$ cat config.mk
export PLATFORM = sky130hd
export DESIGN_NAME = cellrv32_spi_host
export DESIGN_NICKNAME = d
export VERILOG_FILES = /design/src/rtl/cellrv32_package.sv /design/src/rtl/cellrv32_spi_host.sv
export SDC_FILE = /design/constraint.sdc
export NUM_CORES = 1
export LEC_CHECK = 0
export ABC_AREA = 1
export CAP_MARGIN = 10
export CORE_MARGIN = 10
export CORE_UTILIZATION = 37
export DETAILED_ROUTE_END_ITERATION = 6
export PLACE_DENSITY = 0.65
export SETUP_SLACK_MARGIN = 0.1
export SLEW_MARGIN = 20
export SYNTH_ARGS = -nofsm -noshare
export SYNTH_HDL_FRONTEND = slang
export SYNTH_SLANG_ARGS = --single-unit
$ cat constraint.sdc
create_clock -name clk_i -period 2.5 [get_ports clk_i]
set_clock_uncertainty 0.2 [all_clocks]
set_input_delay 0.5 -clock clk_i [delete_from_list [all_inputs] [get_ports clk_i]]
set_output_delay 0.5 -clock clk_i [all_outputs]
set_load 0.01 [all_outputs]
$ cat src/rtl/cellrv32_package.sv
// Shared address map and CTRL bit positions for the SPI host, also mirrored
// in the software headers.
package cellrv32_package;

   localparam logic [31:0] spi_base_c      = 32'hFFFF_FFA8;
   localparam int          spi_size_c      = 8;
   localparam logic [31:0] spi_ctrl_addr_c = spi_base_c;
   localparam logic [31:0] spi_rtx_addr_c  = spi_base_c + 32'd4;

   localparam int spi_ctrl_en_c      = 0;
   localparam int spi_ctrl_cpha_c    = 1;
   localparam int spi_ctrl_cpol_c    = 2;
   localparam int spi_ctrl_cs_sel0_c = 3;
   localparam int spi_ctrl_cs_sel2_c = 5;
   localparam int spi_ctrl_cs_en_c   = 6;
   localparam int spi_ctrl_cdiv0_c   = 8;
   localparam int spi_ctrl_cdiv7_c   = 15;
   localparam int spi_ctrl_irq_en_c  = 16;
   localparam int spi_ctrl_done_c    = 30;
   localparam int spi_ctrl_busy_c    = 31;

   // Number of address bits covered by a power-of-two sized window.
   function automatic int index_size_f(input int size);
      for (int i = 0; i < 32; i++) begin
         if ((1 << i) >= size) return i;
      end
      return 32;
   endfunction

endpackage

$ cat src/rtl/cellrv32_spi_host.sv
// Byte-wide SPI host: bus-mapped CTRL/DATA registers, clock prescaler and a
// two-phase-per-bit shift FSM supporting all four SPI modes.
module cellrv32_spi_host
   import cellrv32_package::*;
#(
   parameter int NUM_CS = 8
) (
   input  logic              clk_i,
   input  logic              rstn_i,
   input  logic [31:0]       addr_i,
   input  logic              rden_i,
   input  logic              wren_i,
   input  logic [31:0]       data_i,
   output logic [31:0]       data_o,
   output logic              ack_o,
   output logic              spi_clk_o,
   output logic              spi_dat_o,
   input  logic              spi_dat_i,
   output logic [NUM_CS-1:0] spi_csn_o,
   output logic              irq_o
);

   typedef enum logic [1:0] {S_IDLE, S_PH_A, S_PH_B, S_DONE} state_t;

   localparam int lo_c = index_size_f(spi_size_c);

   logic       acc, wr_ctrl, wr_data, rd_data, rd_ctrl;
   logic       en, cpha, cpol, cs_en, irq_en;
   logic [2:0] cs_sel;
   logic [7:0] cdiv;
   logic       done_flag, busy, sdi_ff, clk_next;
   logic [7:0] sreg, rx, tick;
   logic [2:0] cnt;
   state_t     state, state_next;
   logic       unused_bits;

   assign acc     = (addr_i[31:lo_c] == spi_base_c[31:lo_c]);
   assign wr_ctrl = acc & wren_i & ~addr_i[2];
   assign wr_data = acc & wren_i &  addr_i[2];
   assign rd_ctrl = acc & rden_i & ~addr_i[2];
   assign rd_data = acc & rden_i &  addr_i[2];
   assign busy    = (state != S_IDLE);
   assign unused_bits = ^{addr_i[1:0], data_i[31:17]};

   always_ff @(posedge clk_i or negedge rstn_i) begin
      if (!rstn_i) state <= S_IDLE;
      else         state <= state_next;
   end

   // Clearing EN overrides every transition so an abort takes one cycle.
   always_comb begin
      state_next = state;
      case (state)
         S_IDLE: if (wr_data) state_next = S_PH_A;
         S_PH_A: if (tick == cdiv) state_next = S_PH_B;
         S_PH_B: if (tick == cdiv) state_next = (cnt == 3'd7) ? S_DONE : S_PH_A;
         S_DONE: state_next = S_IDLE;
         default: state_next = S_IDLE;
      endcase
      if (!en) state_next = S_IDLE;
   end

   // Serial clock follows the phase being entered so it stays registered
   // yet aligned with the state register.
   always_comb begin
      clk_next = cpol;
      case (state_next)
         S_PH_A:  clk_next = cpol ^ cpha;
         S_PH_B:  clk_next = ~(cpol ^ cpha);
         default: clk_next = cpol;
      endcase
   end

   always_ff @(posedge clk_i or negedge rstn_i) begin
      if (!rstn_i) begin
         sreg      <= '0;
         rx        <= '0;
         tick      <= '0;
         cnt       <= '0;
         sdi_ff    <= 1'b0;
         spi_clk_o <= 1'b0;
      end else begin
         spi_clk_o <= clk_next;
         if (en) begin
            case (state)
               S_IDLE: if (wr_data) begin
                  sreg <= data_i[7:0];
                  cnt  <= '0;
                  tick <= '0;
               end
               S_PH_A: if (tick == cdiv) begin
                  sdi_ff <= spi_dat_i;
                  tick   <= '0;
               end else begin
                  tick <= tick + 8'd1;
               end
               S_PH_B: if (tick == cdiv) begin
                  sreg <= {sreg[6:0], sdi_ff};
                  cnt  <= cnt + 3'd1;
                  tick <= '0;
               end else begin
                  tick <= tick + 8'd1;
               end
               S_DONE: rx <= sreg;
               default: ;
            endcase
         end
      end
   end

   always_ff @(posedge clk_i or negedge rstn_i) begin
      if (!rstn_i) begin
         en <= 1'b0; cpha <= 1'b0; cpol <= 1'b0; cs_en <= 1'b0; irq_en <= 1'b0;
         cs_sel    <= '0;
         cdiv      <= '0;
         done_flag <= 1'b0;
         ack_o     <= 1'b0;
         data_o    <= '0;
         irq_o     <= 1'b0;
         spi_csn_o <= '1;
      end else begin
         if (wr_ctrl) begin
            en     <= data_i[spi_ctrl_en_c];
            cpha   <= data_i[spi_ctrl_cpha_c];
            cpol   <= data_i[spi_ctrl_cpol_c];
            cs_sel <= data_i[spi_ctrl_cs_sel2_c:spi_ctrl_cs_sel0_c];
            cs_en  <= data_i[spi_ctrl_cs_en_c];
            cdiv   <= data_i[spi_ctrl_cdiv7_c:spi_ctrl_cdiv0_c];
            irq_en <= data_i[spi_ctrl_irq_en_c];
         end
         // A completing transfer beats a concurrent DATA read.
         if ((state == S_DONE) && en) done_flag <= 1'b1;
         else if (rd_data)            done_flag <= 1'b0;
         ack_o  <= acc & (rden_i | wren_i);
         data_o <= '0;
         if (rd_ctrl)
            data_o <= {busy, done_flag, 13'b0, irq_en, cdiv, 1'b0, cs_en, cs_sel, cpol, cpha, en};
         else if (rd_data)
            data_o <= {24'b0, rx};
         irq_o <= en & irq_en & done_flag;
         for (int i = 0; i < NUM_CS; i++)
            spi_csn_o[i] <= ~(en & cs_en & (32'(cs_sel) == i));
      end
   end

   assign spi_dat_o = sreg[7];

endmodule

==> metrics.md, run 1 <==
| Metric | Value |
|---|---|
| CP startpoint kind | `input port` |
| IO Count | `113` |
| Seq/Total Area, Yosys | `50.0%` |
| Post-DRT Antenna Nets | `0` |
| Fin nets | `627` |
| Number of cells on the critical path | `10` |
| Crit Reg-Reg Endpoint | `spi_clk_o` |
| Cell Pwr Density | `486 nW/um^2` |
| First-pass GRT wire length | `15.2 mm` |
| Htree depth | `3` |
| Synth top area cells | `dfrtp_1 45%, nand2_1 14%, dfstp_2 5.4%` |
| Simple logic cell fraction of the synthesized area | `26.9%` |
| Yosys cell types | `32` |
| Drt via density | `4.54` |
| Hpwl dp | `6.86 mm` |
| Core region area | `10,300 um^2` |
| Setup crit start | `addr_i[27]` |
| Fmax | `439 MHz` |
| Final period utilization | `91.1%` |
| Starting Density | `37.7%` |
| Final worst slack | `0.224 ns` |
| Post-synth top area share | `44.6%` |
| Share of cells above drive strength 1 | `14.1%` |
| Peak per-stage delay on the critical path | `0.45 ns` |
| Drt wl/cell | `12.8 um` |
| Final Hold Viols | `0` |
| Worst VDD drop | `0.292 mV` |
| MaxCap Viol Count | `0` |
| Critical path buffers and inverters | `1` |
| R2R depth | `11` |
| Routed via count | `3,135` |
| Maximum clock insertion buffer count | `2` |
| Yosys warns | `0` |
| Overall Global Routing Usage | `12.3%` |
| Mapped cell area | `3870 um^2` |
| Largest net degree at the start of global routing | `49` |
| Total grt overflow | `0` |
| Post-synth EDFFs | `0` |
| Largest area contributor in the netlist | `dfrtp_1` |
| Crit Reg-Reg Startpoint | `tick[5]` |
| RSZ-0062 raised after global routing | `true` |
| CP Data Arrival Time | `2.33 ns` |
| Critical Path Fanout Max | `4` |
| DR pass1 iterations | `4` |
| Ys flop type | `dfrtp_1` |
| Syn avg cell area | `8.49 um^2` |
| Non-filler cells, final | `690` |
| Leak pwr | `0.00246 uW` |
| Yosys reg bits | `77` |
| Fin crit period | `2.28 ns` |
| CP Data Required Time | `2.55 ns` |
| Delay-heaviest family, CP | `simple AND/OR/NAND/NOR gates` |
| Die area | `15,000 um^2` |
| CTS Root Cell | `clkbuf_8` |
| Die height | `122 um` |
| Clock sink count | `77` |
| Post-Synth XOR/XNOR Area | `2.23%` |
| Clock latency on the worst-skew pair | `0.34 ns` |
| DR iter-0 viols | `151` |
| FFs w/ async S/R, synth | `100%` |
| Outcome | `completed` |
| Cell with the most instances after synthesis | `nand2_1` |
| Die W | `122 um` |
| Drt drc | `0` |
| Mux contribution to synthesized area | `2.04%` |
| Worst-path cell chain | `clkdlybuf4s50_1 -> nand2_1 -> nor2_2 -> nand2_1 -> nor2_1 -> nand4_1 -> nand2_4 -> o211ai_1 -> ha_1 -> o31ai_1` |
| Layout area overhead | `32.0%` |
| Row count | `37` |
| R2R Setup Slk | `0.26 ns` |
| CTS buffer count | `9` |
| Adder-Cell Fraction of Synth Area | `2.91%` |
| Critical Path Sink Type | `flop` |
| WS Path Type | `in -> reg` |
| Main combinational cell family by area after synthesis | `simple AND/OR/NAND/NOR gates` |
| Synth Area in Compound Gates | `4.91%` |
| Least-Margin Pin Slew | `0.608 ns` |
| Fin. max-slew vios | `0` |
| Placed instance count | `671` |
| Post-Route WL | `8.86 mm` |
| Vias in the first global route | `3,202` |
| CTS tree | `done` |
| Top post-synthesis cells by count | `140 x nand2_1, 69 x dfrtp_1, 56 x inv_1, 28 x nor2_1, 23 x nand4_1` |
| Final setup vio count | `0` |
| # port buffers | `82` |
| Worst-path clk slew | `0.09 ns` |
| Worst slew margin | `59.5%` |
| Hold WC Path Type | `reg -> reg` |
| Worst setup path endpoint | `spi_clk_o` |
| Initial antenna violation count | `0` |
| Post-Synthesis Cells | `456` |
| Diodes inserted | `0` |
| Critical path's slowest cell | `clkdlybuf4s50_1` |
| Pre-CTS WS | `-0.153 ns` |
| Top cell by count, worst path | `nand2_1` |
| GP Congestion | `0.816` |
## through the flow
| step | cell area [um^2] | utilization [%] | setup TNS [ns] | hold slack, ns | total power (uW) |
|---|---|---|---|---|---|
| after floorplan | 3920 | - | 0 | 0.00441 | 1310 |
| after global placement | 4840 | 47.1 | -0.918 | 0.254 | 1410 |
| after detailed placement | 4840 | 47.1 | -1.74 | 0.259 | 1410 |
| after CTS | 5090 | 49.5 | 0 | 0.281 | 2520 |
| after global routing | 5110 | 49.7 | 0 | 0.315 | 2590 |
| final | 5110 | 49.7 | 0 | 0.277 | 2480 |
## logic make-up (layout without fill, tap and decap cells)
logic type,Yosys count,after routing
and+or+nand+nor,230,230
AOI/OAI and AO/OA,37,37
xor gates and xnor gates,9,9
adders and majority gates,9,9
buffers and inverters,86,172
muxes,7,7
other,1,13
DFF,77,77
## per-layer routing
metal,vias to the layer above,part of all wire (%),wire (um),GRT usage (%)
li1,1588,-,-,-
met1,1473,46,4080,16.0
met2,65,48,4290,20.3
met3,9,4.3,385,1.97
met4,0,1.2,106,4.64
met5,-,0,0,0
## power by group
part / switching (uW) / total [uW] / leakage, uW / internal (uW)
Combinational: 60.5 / 142 / 0.00130 / 81.8
Clock: 505 / 1090 / 0.000121 / 590
Sequential: 0.0000105 / 1240 / 0.00104 / 1240
## worst register-to-register path: cells and delay by family, from the launching register on
| kind | cells | cell delay (ns) |
|---|---|---|
| buf+inv | 1 | 0.10 |
| fa+ha+maj | 1 | 0.27 |
| simple gates | 6 | 0.55 |
| flops | 1 | 0.45 |
| compound gates | 3 | 0.57 |
## how the worst min path moves through the flow
stage          startpoint  cells after the start       to
6_report          sreg[6]                      2  sreg[6]
5_1_grt           sreg[6]                      2  sreg[6]
4_1_cts           sreg[6]                      2  sreg[6]
3_5_place_dp      sreg[6]                      2  sreg[6]
3_3_place_gp      sreg[6]                      2  sreg[6]
2_1_floorplan      rstn_i                      0    ack_o
## placed cells by master, fill, tap and decap left out, types with 9 or more instances in the layout
cell | netlist | layout
nor2_1 | 28 | 28
ha_1 | 9 | 9
dfrtp_1 | 69 | 69
nand2_1 | 140 | 140
o21ai_1 | 16 | 16
o21ai_0 | 16 | 16
inv_1 | 56 | 56
conb_1 | 1 | 13
clkbuf_8 | 0 | 9
buf_4 | 16 | 13
nor2_2 | 13 | 13
nand4_1 | 23 | 23
clkdlybuf4s50_1 | 0 | 81
## flip-flops by register name (all words and copies together), names as in the netlist, 2 cells and up
signal,flops
cs_sel,3
spi_csn_o,8
cdiv,8
cnt,3
tick,8
state,2
data_o,19
sreg,8
rx,8
## area by class of cell
| cell class | count | area (um^2) |
|---|---|---|
| fill | 995 | 5170 |
| sequential | 77 | 1940 |
| multi-input combinational | 305 | 1570 |
| timing repair buffer | 98 | 978 |
| inverter | 58 | 218 |
| tap | 136 | 170 |
| clock buffer | 9 | 124 |
| clock inverter | 7 | 116 |
## repair_timing
action	in CTS	in global routing
endpoints found under the hold margin	39	0
hold buffers	1	0
gates resized for setup	0	1
endpoints found under the setup margin	0	7
setup buffers	0	2
Power figures use the tool's default switching activity.
==> run 2: changes to the inputs <==
--- a/config.mk
+++ b/config.mk
@@ -5,7 +5,6 @@
 export SDC_FILE = /design/constraint.sdc
 export NUM_CORES = 1
 export LEC_CHECK = 0
-export ABC_AREA = 1
 export CAP_MARGIN = 10
 export CORE_MARGIN = 10
 export CORE_UTILIZATION = 37
==> run 2 against run 1 <==
  * Worst setup slack got worse by 0.17 ns
  * Cell area increased by 4.3%
  * Total power decreased by 11%
  * Sequential cell count unchanged
  * Non-clock buffer count increased by 29
  * Global-route usage decreased by 0.14 points
  * Sequential share of layout area decreased by 1.5 points
  * Largest power group unchanged
  * Highest routed layer unchanged
==> metrics.md, run 2 <==
| Metric | Value |
|---|---|
| Worst-path clk slew | `0.08 ns (was 0.09 ns)` |
| Vias in the first global route | `2,902 (was 3,202)` |
| Post-DRT Antenna Nets | `0 (unchanged)` |
| Drt via density | `4.76 (was 4.54)` |
| Length of routed met3 wiring | `526 um (was 385 um)` |
| DR WL met2 | `4.43 mm (was 4.29 mm)` |
| CTS Root Cell | `clkbuf_8 (unchanged)` |
| Met1 Wirelength | `3.84 mm (was 4.08 mm)` |
| WS Path Type | `reg -> reg (was in -> reg)` |
| Number of cells on the critical path | `10 (unchanged)` |
| Fin crit period | `2.44 ns (was 2.28 ns)` |
| Worst VDD drop | `0.205 mV (was 0.292 mV)` |
| Cell with the most instances after synthesis | `dfrtp_1 (was nand2_1)` |
| Sequential Area | `1940 um^2 (unchanged)` |
| Seq/Total Area, Yosys | `51.6% (was 50.0%)` |
| Peak per-stage delay on the critical path | `0.40 ns (was 0.45 ns)` |
| Critical path's slowest cell | `dfrtp_1 (was clkdlybuf4s50_1)` |
| Critical Path Fanout Max | `3 (was 4)` |
| Syn avg cell area | `12.6 um^2 (was 8.49 um^2)` |
| Crit Reg-Reg Endpoint | `spi_clk_o (unchanged)` |
| CP Data Required Time | `2.57 ns (was 2.55 ns)` |
| First-pass GRT wire length | `14.5 mm (was 15.2 mm)` |
| Final setup vio count | `0 (unchanged)` |
| Reg power frac | `56.3% (was 50.2%)` |
| Final period utilization | `97.8% (was 91.1%)` |
| Delay-heaviest family, CP | `compound AO/OA/AOI/OAI gates (was simple AND/OR/NAND/NOR gates)` |
| Core region area | `9820 um^2 (was 10,300 um^2)` |
| Final Hold Viols | `0 (unchanged)` |
| CP Data Arrival Time | `2.51 ns (was 2.33 ns)` |
| Starting Density | `38.3% (was 37.7%)` |
| Highest Signal Layer | `met4 (unchanged)` |
| CP startpoint kind | `flop (was input port)` |
| Psw | `525 uW (was 566 uW)` |
| RSZ-0062 raised after global routing | `true (unchanged)` |
| IO Count | `113 (unchanged)` |
| Critical Path Sink Type | `flop (unchanged)` |
| Routed via count | `2,702 (was 3,135)` |
| Largest net degree at the start of global routing | `47 (was 49)` |
| Critical path buffers and inverters | `0 (was 1)` |
| Drt drc | `0 (unchanged)` |
| Total grt overflow | `0 (unchanged)` |
| R2R Setup Slk | `0.06 ns (was 0.26 ns)` |
| MaxCap Viol Count | `0 (unchanged)` |
| CTS buffer count | `9 (unchanged)` |
| Largest area contributor in the netlist | `dfrtp_1 (unchanged)` |
| Overall Global Routing Usage | `12.2% (was 12.3%)` |
| Post-synth top area share | `46.0% (was 44.6%)` |
| Yosys reg bits | `77 (unchanged)` |
| Logic pwr share | `6.7% (was 5.7%)` |
| DP Area | `4960 um^2 (was 4840 um^2)` |
| FFs w/ async S/R, synth | `100% (unchanged)` |
| GP Congestion | `0.795 (was 0.816)` |
| Post-synth EDFFs | `0 (unchanged)` |
| Most common cell after layout, fill and taps aside | `dfrtp_1 (was nand2_1)` |
| Clock power frac | `37.0% (was 44.1%)` |
| R2R depth | `10 (was 11)` |
| Clock latency on the worst-skew pair | `0.34 ns (about the same)` |
| Yosys cell types | `43 (was 32)` |
| Switching portion of total power | `23.7% (was 22.8%)` |
| # port buffers | `82 (unchanged)` |
| Yosys warns | `0 (unchanged)` |
| Setup crit start | `cnt[1] (was addr_i[27])` |
| Multi-input gate area | `1770 um^2 (was 1570 um^2)` |
| Pint | `1690 uW (was 1920 uW)` |
| Mapped cell area | `3760 um^2 (was 3870 um^2)` |
| Cell Pwr Density | `415 nW/um^2 (was 486 nW/um^2)` |
| Share of cells above drive strength 1 | `31.5% (was 14.1%)` |
| Setup tns final | `0 ns (unchanged)` |
| Fill cells | `890 (was 995)` |
| Leak pwr | `0.00266 uW (was 0.00246 uW)` |
| Hpwl dp | `6.55 mm (was 6.86 mm)` |
| Commonest cells after routing, fill and taps aside | `69 x dfrtp_1, 52 x clkdlybuf4s50_1, 40 x buf_4 (was 140 x nand2_1, 81 x clkdlybuf4s50_1, 69 x dfrtp_1)` |
| Initial antenna violation count | `0 (unchanged)` |
| Max reg flops | `19 (unchanged)` |
| Drt wl/cell | `15.6 um (was 12.8 um)` |
| CTS tree | `done (unchanged)` |
| Post-Synthesis Cells | `299 (was 456)` |
| Maximum clock insertion buffer count | `2 (unchanged)` |
| Fmax | `409 MHz (was 439 MHz)` |
| Fin. max-slew vios | `0 (unchanged)` |
| Top post-synthesis cells by count | `69 x dfrtp_1, 24 x mux2_2, 18 x mux2_4, 16 x nor2_1, 15 x o21ai_0 (was 140 x nand2_1, 69 x dfrtp_1, 56 x inv_1, 28 x nor2_1, 23 x nand4_1)` |
| Worst slew margin | `64.8% (was 59.5%)` |
| Crit Reg-Reg Startpoint | `cnt[1] (was tick[5])` |
| Least-Margin Pin Slew | `0.525 ns (was 0.608 ns)` |
| Die W | `121 um (was 122 um)` |
| Worst-path cell chain | `ha_2 -> ha_4 -> o31a_1 -> o221a_2 -> o21a_1 -> ha_4 -> nor2_1 -> a21oi_1 -> o22ai_1 -> a21oi_1 (was clkdlybuf4s50_1 -> nand2_1 -> nor2_2 -> nand2_1 -> nor2_1 -> nand4_1 -> nand2_4 -> o211ai_1 -> ha_1 -> o31ai_1)` |
| Power Total | `2210 uW (was 2480 uW)` |
| Layout area overhead | `41.8% (was 32.0%)` |
| Ys flop type | `dfrtp_1 (unchanged)` |
| Htree depth | `3 (unchanged)` |
| Die area | `14,600 um^2 (was 15,000 um^2)` |
| Fin nets | `508 (was 627)` |
| Synth top area cells | `dfrtp_1 46%, mux2_4 7.2%, mux2_2 7.2% (was dfrtp_1 45%, nand2_1 14%, dfstp_2 5.4%)` |
| Cell area after layout | `5330 um^2 (was 5110 um^2)` |
| DR iter-0 viols | `113 (was 151)` |
| Outcome | `completed (unchanged)` |
| Worst setup path endpoint | `spi_clk_o (unchanged)` |
| Largest Register | `data_o (unchanged)` |
| Post-Route WL | `8.85 mm (was 8.86 mm)` |
| Clock sink count | `77 (unchanged)` |
| Hold WC Path Type | `reg -> reg (unchanged)` |
| Die height | `121 um (was 122 um)` |
| Row count | `36 (was 37)` |
| Diodes inserted | `0 (unchanged)` |
| DR pass1 iterations | `4 (unchanged)` |
-- run 2: cell types whose count changed after synthesis, moves of 5 or more --
cell | before | now
a22o_1 | 0 | 13
and2_1 | 0 | 12
buf_2 | 5 | 0
inv_1 | 56 | 10
mux2_2 | 7 | 24
mux2_4 | 0 | 18
nand2_1 | 140 | 13
nand2_2 | 7 | 0
nand4_1 | 23 | 13
nor2_1 | 28 | 16
nor2_2 | 13 | 0
o21ai_1 | 16 | 1
-- run 2: metrics by stage --
step	hold slack [ns]	std cells	util (%)	worst slack [ns]
6_report	0.270	568	54.3	0.0560
2_1_floorplan	0.00441	311	-	0.105
3_5_place_dp	0.251	539	50.5	-0.465
5_1_grt	0.311	568	54.3	-0.0830
4_1_cts	0.276	564	52.9	0.0172
3_3_place_gp	0.250	539	50.5	-0.447
-- run 2: final cells by class --
| cell class | instances | share of cell area, % |
|---|---|---|
| clock buffers | 11 | 2.47 |
| clock inverters | 5 | 0.681 |
| inverters | 10 | 0.705 |
| multi-input cells | 205 | 33.2 |
| flip-flops and latches | 77 | 36.4 |
| well taps | 133 | 3.12 |
| repair buffers | 127 | 23.5 |
-- run 2: power groups by stage --
| stage | sequential [uW] | combinational, uW | clock [uW] |
|---|---|---|---|
| 3_3_place_gp | 1270 | 154 | 0 |
| 3_5_place_dp | 1270 | 157 | 0 |
| 5_1_grt | 1250 | 163 | 904 |
| 2_1_floorplan | 1270 | 42.4 | 0 |
| 4_1_cts | 1250 | 154 | 843 |
| 6_report | 1250 | 148 | 819 |
-- run 2: worst register-to-register path: stages (launching register included) --
cell and delay [ns]:
dfrtp_1 0.40, ha_2 0.22, ha_4 0.16, o31a_1 0.30, o221a_2 0.24, o21a_1 0.21, ha_4 0.28, nor2_1 0.03
a21oi_1 0.14, o22ai_1 0.08, a21oi_1 0.12
-- run 2: per-layer routing --
| layer | GRT usage [%] | vias up |
|---|---|---|
| met2 | 19.9 | 70 |
| met3 | 4.37 | 2 |
| met5 | 0 | - |
| met4 | 3.70 | 0 |
| met1 | 14.7 | 1318 |
| li1 | - | 1312 |
-- run 2: how the worst min path moves through the flow --
stage / cells after the start / endpoint / slack (ns) / start
floorplan: 0 / ack_o / 0.004 / rstn_i
global placement: 1 / data_o[5] / 0.25 / rstn_i
detailed placement: 1 / data_o[5] / 0.25 / rstn_i
CTS: 1 / data_o[7] / 0.28 / rx[7]
global route: 1 / data_o[2] / 0.31 / rx[2]
finish: 1 / data_o[7] / 0.27 / rx[7]
-- run 2: cell families after synthesis --
logic type      synth area share, %
compound gates                 8.39
xor+xnor                       1.87
fa+ha+maj                      3.00
buf+inv                        4.70
flops                          51.6
mux                            14.4
other cells                  0.0998
simple gates                   16.0
-- run 2: timing repair --
item,4_1_cts,5_1_grt
gates cloned,0,1
setup endpoints to repair,9,10
endpoints found under the hold margin,23,0
buffers inserted,8,3
hold buffers,1,0
resized for setup,17,25
pin swaps,15,13
==> run 3: changes to the inputs <==
--- a/config.mk
+++ b/config.mk
@@ -6,12 +6,11 @@
 export NUM_CORES = 1
 export LEC_CHECK = 0
 export CAP_MARGIN = 10
-export CORE_MARGIN = 10
+export CORE_MARGIN = 4
 export CORE_UTILIZATION = 37
 export DETAILED_ROUTE_END_ITERATION = 6
 export PLACE_DENSITY = 0.65
 export SETUP_SLACK_MARGIN = 0.1
-export SLEW_MARGIN = 20
 export SYNTH_ARGS = -nofsm -noshare
 export SYNTH_HDL_FRONTEND = slang
 export SYNTH_SLANG_ARGS = --single-unit
==> run 3 against run 2 <==
  * Combinational power barely moved
  * Cell area barely moved
  * Maximum frequency fell by 0.89%
  * Die area fell by 19%
  * Wire length fell by 8.0%
  * Via count rose by 0.52%
  * Utilization rose by 0.051 points
  * Hold slack improved by 0.0068 ns
  * Register-to-register slack got worse by 0.02 ns
  * Non-clock buffer count fell by 2
  * Sequential cell count did not move
  * Largest cell class unchanged
  * Highest routed layer unchanged
==> metrics.md, run 3 (synthesis gave the netlist of run 2 again) <==
| Metric | Value |
|---|---|
| Outcome | `completed (unchanged)` |
| Fin. max-slew vios | `0 (unchanged)` |
| Fin nets | `506 (was 508)` |
| CP Data Required Time | `2.56 ns (was 2.57 ns)` |
| Reg power frac | `51.0% (was 56.3%)` |
| Share of cells above drive strength 1 | `30.5% (was 31.5%)` |
| Critical Path Sink Type | `flop (unchanged)` |
| Leak pwr | `0.00264 uW (was 0.00266 uW)` |
| Commonest cells after routing, fill and taps aside | `69 x dfrtp_1, 51 x clkdlybuf4s50_1, 38 x buf_4 (was 69 x dfrtp_1, 52 x clkdlybuf4s50_1, 40 x buf_4)` |
| Sequential Area | `1940 um^2 (unchanged)` |
| Least-Margin Pin Slew | `0.574 ns (was 0.525 ns)` |
| WS Path Type | `reg -> reg (unchanged)` |
| DR iter-0 viols | `159 (was 113)` |
| CTS Root Cell | `clkbuf_8 (unchanged)` |
| Final setup vio count | `0 (unchanged)` |
| Initial antenna violation count | `0 (unchanged)` |
| Peak per-stage delay on the critical path | `0.40 ns (about the same)` |
| Routed via count | `2,716 (was 2,702)` |
| Diodes inserted | `0 (unchanged)` |
| Fin crit period | `2.47 ns (was 2.44 ns)` |
| R2R Setup Slk | `0.03 ns (was 0.06 ns)` |
| MaxCap Viol Count | `0 (unchanged)` |
| R2R depth | `10 (unchanged)` |
| Fill cells | `897 (was 890)` |
| Crit Reg-Reg Endpoint | `spi_clk_o (unchanged)` |
| Hpwl dp | `5.98 mm (was 6.55 mm)` |
| Crit Reg-Reg Startpoint | `cdiv[2] (was cnt[1])` |
| Max reg flops | `19 (unchanged)` |
| Largest net degree at the start of global routing | `39 (was 47)` |
| CTS tree | `done (unchanged)` |
| Psw | `524 uW (was 525 uW)` |
| Worst-path clk slew | `0.09 ns (was 0.08 ns)` |
| Multi-input gate area | `1750 um^2 (was 1770 um^2)` |
| Core region area | `9820 um^2 (unchanged)` |
| Layout area overhead | `42.0% (was 41.8%)` |
| Worst-path cell chain | `xnor2_1 -> nand4_2 -> o31a_1 -> o221a_2 -> o21a_4 -> ha_4 -> nor2_2 -> a21oi_1 -> o22ai_1 -> a21oi_1 (was ha_2 -> ha_4 -> o31a_1 -> o221a_2 -> o21a_1 -> ha_4 -> nor2_1 -> a21oi_1 -> o22ai_1 -> a21oi_1)` |
| Total grt overflow | `0 (unchanged)` |
| Drt wl/cell | `14.4 um (was 15.6 um)` |
| Drt drc | `0 (unchanged)` |
| Pint | `1920 uW (was 1690 uW)` |
| Clock power frac | `43.0% (was 37.0%)` |
| Drt via density | `4.80 (was 4.76)` |
| Top cell by count, worst path | `a21oi_1` |
| Critical path's slowest cell | `dfrtp_1 (unchanged)` |
| Htree depth | `3 (unchanged)` |
| Starting Density | `38.3% (unchanged)` |
| DP Area | `4970 um^2 (was 4960 um^2)` |
| CP startpoint kind | `flop (unchanged)` |
| Die area | `11,800 um^2 (was 14,600 um^2)` |
| Post-DRT Antenna Nets | `0 (unchanged)` |
| Layout Utilization | `54.3% (about the same)` |
| Setup crit start | `cdiv[2] (was cnt[1])` |
| Overall Global Routing Usage | `14.2% (was 12.2%)` |
| Cell Pwr Density | `458 nW/um^2 (was 415 nW/um^2)` |
| DR pass1 iterations | `4 (unchanged)` |
| IO Count | `113 (unchanged)` |
| Clock latency on the worst-skew pair | `0.35 ns (was 0.34 ns)` |
| Post-Route WL | `8.14 mm (was 8.85 mm)` |
| Critical path buffers and inverters | `0 (unchanged)` |
| Hold WC Path Type | `reg -> reg (unchanged)` |
| CTS buffer count | `9 (unchanged)` |
| Critical Path Fanout Max | `3 (unchanged)` |
| Most common cell after layout, fill and taps aside | `dfrtp_1 (unchanged)` |
| RSZ-0062 raised after global routing | `true (unchanged)` |
| First-pass GRT wire length | `13.2 mm (was 14.5 mm)` |
| Worst setup path endpoint | `spi_clk_o (unchanged)` |
| Final Hold Viols | `0 (unchanged)` |
| Cell area after layout | `5330 um^2 (about the same)` |
| Row count | `36 (unchanged)` |
| Maximum clock insertion buffer count | `2 (unchanged)` |
| Die W | `109 um (was 121 um)` |
| Delay-heaviest family, CP | `compound AO/OA/AOI/OAI gates (unchanged)` |
| Final period utilization | `98.6% (was 97.8%)` |
| GP Congestion | `0.769 (was 0.795)` |
| Worst slew margin | `61.5% (was 64.8%)` |
| Die height | `109 um (was 121 um)` |
| Setup tns final | `0 ns (unchanged)` |
| Largest Register | `data_o (unchanged)` |
| Switching portion of total power | `21.4% (was 23.7%)` |
| Fmax | `406 MHz (was 409 MHz)` |
| Logic pwr share | `6.0% (was 6.7%)` |
| Worst VDD drop | `0.271 mV (was 0.205 mV)` |
| Vias in the first global route | `2,797 (was 2,902)` |
| Clock sink count | `77 (unchanged)` |
| # port buffers | `82 (unchanged)` |
| Number of cells on the critical path | `10 (unchanged)` |
| CP Data Arrival Time | `2.53 ns (was 2.51 ns)` |
[run 3: routing by layer]
| layer | vias up | GRT usage, % | part of all wire, % |
|---|---|---|---|
| li1 | 1319 | - | - |
| met1 | 1311 | 18.1 | 44 |
| met2 | 72 | 23.6 | 49 |
| met3 | 14 | 3.14 | 5.0 |
| met4 | 0 | 5.23 | 2.0 |
| met5 | - | 0 | 0 |
[run 3: worst min path at each step]
stage / start / to / slack, ns / cells after the start
after CTS: rx[2] / data_o[2] / 0.28 / 1
after global routing: rx[2] / data_o[2] / 0.30 / 1
after floorplan: rstn_i / ack_o / 0.004 / 0
final: rx[2] / data_o[2] / 0.28 / 1
after detailed placement: rx[7] / data_o[7] / 0.27 / 1
after global placement: rx[7] / data_o[7] / 0.26 / 1
[run 3: power by group through the flow]
stage	clock network (uW)	registers, uW	logic (uW)
after detailed placement	0	1270	159
after CTS	1080	1250	151
after global routing	1130	1250	160
after floorplan	0	1270	42.4
after global placement	0	1270	156
final	1050	1250	146
[run 3: through the flow]
step	power [uW]	setup slack, ns	instances	hold WS [ns]
floorplan	1310	0.105	311	0.00441
CTS	2470	0.0232	563	0.277
global route	2540	-0.170	566	0.305
finish	2440	0.0342	566	0.277
global placement	1430	-0.447	541	0.258
detailed placement	1430	-0.444	541	0.266
[run 3: final cells by class]
class | instances | share of cell area (%)
well taps | 133 | 3.12
repair buffers | 125 | 22.8
inverters | 10 | 0.704
clock inverters | 5 | 1.57
clock buffers | 11 | 2.65
multi-input cells | 205 | 32.8
flip-flops and latches | 77 | 36.3
[run 3: worst reg2reg max path, cell delays in order (launching register included)]
cell     delay, ns
dfrtp_1       0.40
xnor2_1       0.20
nand4_2       0.15
o31a_1        0.33
o221a_2       0.25
o21a_4        0.21
ha_4          0.27
nor2_2        0.04
a21oi_1       0.13
o22ai_1       0.08
a21oi_1       0.13
[run 3: what timing repair did]
| action | CTS | global route |
|---|---|---|
| hold buffers | 1 | 0 |
| setup buffers | 5 | 3 |
| pin swaps | 16 | 12 |
| hold endpoints to repair | 27 | 0 |
| cloned | 0 | 1 |
| endpoints found under the setup margin | 9 | 9 |
| gates resized for setup | 22 | 17 |
